### config.mk
export PLATFORM = sky130hd
export DESIGN_NAME = io_write_arbiter
export DESIGN_NICKNAME = d
export VERILOG_FILES = /design/src/rtl/io_write_arbiter.sv
export SDC_FILE = /design/constraint.sdc
export NUM_CORES = 1
export LEC_CHECK = 0
export CAP_MARGIN = 20
export CORE_MARGIN = 3
export CORE_UTILIZATION = 36
export CTS_BUF_LIST = sky130_fd_sc_hd__clkbuf_4 sky130_fd_sc_hd__clkbuf_8
export DETAILED_ROUTE_END_ITERATION = 12
export PLACE_DENSITY = 0.87
export SETUP_SLACK_MARGIN = 0.5
export SYNTH_ARGS = -nofsm -noshare
export SYNTH_HDL_FRONTEND = slang
export SYNTH_SLANG_ARGS = --single-unit
### constraint.sdc
create_clock -name clk -period 1.88 [get_ports clk]
set_clock_uncertainty 0.15 [all_clocks]
set_input_delay 0.282 -clock clk [delete_from_list [all_inputs] [get_ports clk]]
set_output_delay 0.282 -clock clk [all_outputs]
set_load 0.02 [all_outputs]
### src/rtl/io_write_arbiter.sv
// io_write_arbiter: two-port write arbiter; CPU (port 0) has priority and may lock the bus, DMA (port 1) wins after STARVE_LIMIT losses
//   clk, reset_n                       : clock, asynchronous active-low reset
//   p0_valid/addr/data/en/lock, p0_ready : CPU write request, lock keeps ownership after the transfer
//   p1_valid/addr/data/en, p1_ready      : DMA write request
//   dwrite_addr/data/en                : registered write bus, en is 00 in cycles after no transfer
//   last_grant, locked                 : port of the latest transfer, CPU holds the bus
module io_write_arbiter #(
   parameter int STARVE_LIMIT = 4
) (
   input  logic        clk,
   input  logic        reset_n,
   input  logic        p0_valid,
   output logic        p0_ready,
   input  logic [15:0] p0_addr,
   input  logic [15:0] p0_data,
   input  logic [1:0]  p0_en,
   input  logic        p0_lock,
   input  logic        p1_valid,
   output logic        p1_ready,
   input  logic [15:0] p1_addr,
   input  logic [15:0] p1_data,
   input  logic [1:0]  p1_en,
   output logic [15:0] dwrite_addr,
   output logic [15:0] dwrite_data,
   output logic [1:0]  dwrite_en,
   output logic        last_grant,
   output logic        locked
);
   typedef enum logic {OPEN, LOCKED} state_t;
   localparam logic [3:0] LIM = 4'(STARVE_LIMIT);
   state_t     state, state_nxt;
   logic [3:0] starve_cnt, starve_nxt;
   // port 1 wins when unopposed or starving, never while locked; port 0 takes every other request
   always_comb begin
      p1_ready   = reset_n && p1_valid && state == OPEN && (!p0_valid || starve_cnt == LIM);
      p0_ready   = reset_n && p0_valid && !p1_ready;
      starve_nxt = (p1_valid && !p1_ready) ? ((starve_cnt == LIM) ? LIM : starve_cnt + 4'd1) : 4'd0;
      state_nxt  = p0_ready ? (p0_lock ? LOCKED : OPEN) : state;
   end
   always_ff @(posedge clk or negedge reset_n) begin
      if (!reset_n) begin
         state      <= OPEN;
         starve_cnt <= 4'd0;
      end else begin
         state      <= state_nxt;
         starve_cnt <= starve_nxt;
      end
   end
   always_ff @(posedge clk or negedge reset_n) begin
      if (!reset_n) begin
         dwrite_addr <= 16'd0;
         dwrite_data <= 16'd0;
         dwrite_en   <= 2'b00;
         last_grant  <= 1'b0;
      end else begin
         dwrite_en <= p1_ready ? p1_en : (p0_ready ? p0_en : 2'b00);
         if (p0_ready || p1_ready) begin
            dwrite_addr <= p1_ready ? p1_addr : p0_addr;
            dwrite_data <= p1_ready ? p1_data : p0_data;
            last_grant  <= p1_ready;
         end
      end
   end
   assign locked = state == LOCKED;
endmodule

=== Yosys cells after proc, flatten, opt, wreduce, memory -nomap -nowiden ===
Index checks and enable logic that the tools add are counted.

* Eq/ne operators: 1
* Add/subtract/negate cells: 1
* Reduce and logical (&&, ||, !) cells: 10
* Mux-type cells: 7
* Bitwise gates (word level): 1

{| class="wikitable"
|+ Operators by type and width
! cell !! number
|-
| 16-bit 2-to-1 mux || 2
|-
| 4-bit 2-to-1 mux || 2
|-
| 1-bit logical AND || 6
|-
| 4-bit by 1-bit adder with 4-bit output, second input constant || 1
|-
| 4-bit by 3-bit equality test with 1-bit output, second input constant || 1
|-
| 2-bit 2-to-1 mux || 2
|-
| 1-bit zero test || 2
|-
| 1-bit logical OR || 2
|-
| 1-bit 2-to-1 mux || 1
|-
| 1-bit inverter || 1
|}

* Flip-flop bits (word level): 40
* Input port bits: 73
* Word-level logic and storage cells: 26
* Output and inout port bits: 38

=== Longest topological paths before layout ===
* Word-level depth: 7
* Gate-level depth with buffers: 7
* Mapped depth without buffers: 5

=== Worst setup path before layout ===
Ideal clock, no wire load.

* Kind: reg2out
* From: reg starve_cnt[0]
* To: out p0_ready
* Slack: -0.128 ns
* Required time: 1.448 ns
* Buffers on the path: 2
* Data arrival time: 1.576 ns
* Stages on the path, launching flop included: 8
* Cell sequence: dfrtp_1 inv_1 ha_1 and3b_1 buf_6 o211a_4 buf_6 nor2_1

* Cells in the longest elaborated chain, start to end: 5

{| class="wikitable"
|+ RTL lines
! element !! RTL line !! RTL
|-
| start: declaration || 32 || <nowiki>logic [3:0] starve_cnt, starve_nxt;</nowiki>
|-
| start signal: assignment || 46 || <nowiki>starve_cnt <= starve_nxt;</nowiki>
|-
| 4-bit by 3-bit equality test with 1-bit output || 35 || <nowiki>p1_ready = reset_n && p1_valid && state == OPEN && (!p0_valid || starve_cnt == LIM);</nowiki>
|-
| 1-bit logical OR || 35 ||
|-
| 1-bit logical AND || 35 ||
|-
| named net p1_ready || 19 || <nowiki>output logic p1_ready,</nowiki>
|-
| 1-bit zero test || 36 || <nowiki>p0_ready = reset_n && p0_valid && !p1_ready;</nowiki>
|-
| 1-bit logical AND || 36 ||
|-
| end: declaration || 13 || <nowiki>output logic p0_ready,</nowiki>
|}

The timed path passes the listed nets, and every way through them passes these cells.

=== Final worst setup path ===
* From: reg starve_cnt[1]
* To: out p0_ready

* Cells in the longest elaborated chain, start to end: 5

{| class="wikitable"
|+ RTL lines
! element !! RTL line
|-
| 4-bit by 3-bit equality test with 1-bit output || 35
|-
| 1-bit logical OR || 35
|-
| 1-bit logical AND || 35
|-
| 1-bit zero test || 36
|-
| 1-bit logical AND || 36
|}

No other way between the ends.

==> qor.csv <==
stage;metric;value;unit
run_status;status;complete, but fails checks;
run_status;violations;negative hold slack, negative setup slack;
power;seqPwrFrac;0.424;
power;cellLeakagePower;1.49;nW
final_layout;layoutNonFillerInstCount;376;
yosys;synth-seq-area-share;0.508;
clock_network;htree_levels;2;
final_layout;n_fill_cell;483;
final_layout;most-common-layout-cells;clkdlybuf4s50_1, dfrtp_1, nand3_1, buf_2;
sta;clock.fmax;0.525;GHz
critical_path;cp-start-kind;flop;
sta;period_share;1.01;
final_layout;fin_area;3210;um2
sta;finalHoldViolations;32;
critical_path;cp-startpoint;starve_cnt[1];
critical_path;crit_arrival;1.47;ns
power;ir_worst_vdd;0.357;mV
critical_path;cp_max_fo;4;
global_routing;grt_start_max_net_pins;62;
drt;wirelength;6470;um
critical_path;path_cells;inv_1 > ha_2 > and3b_1 > o211a_4 > nor2_4 > buf_6;
global_routing;grt_overflow;0;
power;clkPwrFrac;0.238;
critical_path;worst_r2r_startpoint;starve_cnt[1];
place;placed_area;3180;um2
floorplan;die_w;80.0;um
drt;ant_nets;0;
place;place_ws;-0.326;ns
place;dp_cells;363;
clock_network;clk_path_buf_depth;2;
clock_network;cts_tree;yes;
yosys;yosysTopAreaCell;dfrtp_1;
global_routing;antenna_found_initial;0;
floorplan;rows;26;
final_layout;diodes;0;
clock_network;clkSinkCount;40;
min_path;hp-class;primary input to async pin;
power;p_sw_frac;0.309;
place;place.gp.congestion;0.743;
place;numPortBuffers;110;
final_layout;areaGrowthSynthToFinish;63.0;%
sta;maxSlewViolCount;0;
clock_network;ctsHoldBuffers;1;
final_layout;layout-drive-gt1-share;0.252;
clock_network;cts_buffers;5;
drt;post_drt_wl_per_cell;17.2;um
drt;viasPerCell;5.51;
yosys;synthesis.instances;189;
critical_path;path_delay_family;flip-flops;
critical_path;end_kind;output port;
yosys;ys_ff_latch;40;
sta;slew_headroom;0.740;
power;combinationalPowerShare;0.338;
flow_run;maxCapViolations;0;
critical_path;path_class;flop to output port;
yosys;ys_top_cells_by_area;dfrtp_1, a221o_1, nand3_1;
final_layout;finalNetCount;380;
floorplan;dieArea;6400;um2
critical_path;path_buf_inv;2;
power;p_total;2.52;mW
sta;post-route-worst-setup-slack;-0.0261;ns
critical_path;worst_path_largest_cell_delay;0.34;ns
place;dp_hpwl;4470;um
floorplan;initial_core_util;0.379;
critical_path;worst_ep_required_time;1.45;ns
global_routing;grt_usage;0.197;
global_routing;grt_pass1_wl;10000;um
floorplan;io_pins;111;
yosys;ys_warn_count;0;
final_layout;final_common_cell;clkdlybuf4s50_1;
yosys;syn_area_per_cell;10.4;um2
yosys;synthesis.area;1970;um2
power;powerDensity;783;nW/um2
floorplan;core_area;5200;um2
clock_network;clkLatencyLatePin;0.28;ns
sta;worst_slew_pin_slew;0.389;ns
drt;dr.pass1.iters;4;
sta;setup_violations;2;
drt;drc;0;
sta;min_period;1.91;ns
floorplan;die_h;80.0;um
power;p_sw;0.779;mW
critical_path;cp_slowest_cell;dfrtp_1;
yosys;syn_nets;264;
drt;vias;2072;
clock_network;clk_pin_slew;0.07;ns
sta;grt_setup_unrepaired;true;
sta;fin_hold_ws;-0.0971;ns
power;intPower;1.74;mW
yosys;synth_top_cell_area_share;0.508;
global_routing;grt_pass1_vias;2062;
drt;drt_iter0_markers;106;
yosys;yosysUniqueCellTypes;24;
clock_network;cts-root-buf;clkbuf_8;
what timing repair did:
item | in CTS | in global routing
pin swaps | 2 | 0
resized for setup | 132 | 32
endpoints found under the hold margin | 40 | 32
setup buffers | 2 | 1
setup endpoints to repair | 78 | 73
cloned | 1 | 0
power groups by stage:
stage	Sequential [mW]	Clock, mW	Combinational (mW)
after global placement	1.08	0	0.896
final	1.07	0.598	0.851
after CTS	1.07	0.618	0.920
after floorplan	1.22	0	0.264
after global routing	1.08	0.661	0.911
after detailed placement	1.08	0	0.920
path summary, 6_finish.rpt:
kind | end | slack [ns] | depth (start not counted)
hold reg to reg | last_grant | 0.33 | 1
setup reg to reg | dwrite_en[1] | -0.01 | 6
max in group asynchronous | locked | 0.73 | 3
hold / removal | dwrite_en[0] | -0.1 | 2
min in group clk | locked | 0.31 | 4
setup / recovery | p0_ready | -0.03 | 6
Yosys cell counts:
cell type,n
a211o_1,1
a21o_1,1
a21oi_1,32
a221o_1,32
and3_1,2
and3b_1,1
buf_1,2
buf_2,5
buf_6,5
clkbuf_1,11
dfrtp_1,40
ha_1,2
inv_1,4
mux2_2,2
nand2_1,2
nand3_1,34
nor2_1,5
nor2b_1,1
nor3_1,1
nor3b_1,1
o211a_4,1
o21ai_0,1
o21ai_1,1
xor2_1,2
flip-flops by register name, summed over array words and instances, names as in the netlist:
register,count
dwrite_addr,16
last_grant,1
dwrite_data,16
locked,1
starve_cnt,4
dwrite_en,2
kinds of logic (layout without fill, tap and decap cells):
family	Yosys count	after routing	share of synthesized area
compound gates	69	69	0.266
xor+xnor	2	2	0.00888
fa+ha+maj	2	2	0.0127
buf+inv	27	144	0.0736
flops	40	40	0.508
mux	2	2	0.0114
simple gates	47	47	0.120
through the flow:
| stage | setup TNS [ns] | util |
|---|---|---|
| global placement | -9.39 | 0.611 |
| detailed placement | -10.66 | 0.611 |
| global route | -0.246 | 0.618 |
| finish | -0.0315 | 0.618 |
| floorplan | 0 | - |
| CTS | -0.0562 | 0.650 |
layout make-up:
cell class / count / area, um2 / share of cell area
clock buffers: 8 / 97.6 / 0.0304
well taps: 70 / 87.6 / 0.0272
inverters: 4 / 15.0 / 0.00467
flip-flops and latches: 40 / 1000 / 0.311
repair buffers: 132 / 1160 / 0.360
multi-input cells: 122 / 856 / 0.266
routing by layer:
metal  global-route usage  routed length (um)  vias up
li1                     -                   -      958
met1                0.250                2690     1015
met2                0.342                3280       94
met3               0.0463                 471        5
met4               0.0389                  31        0
met5                    0                   0        -
No activity file was read; power rests on OpenSTA's default activity.
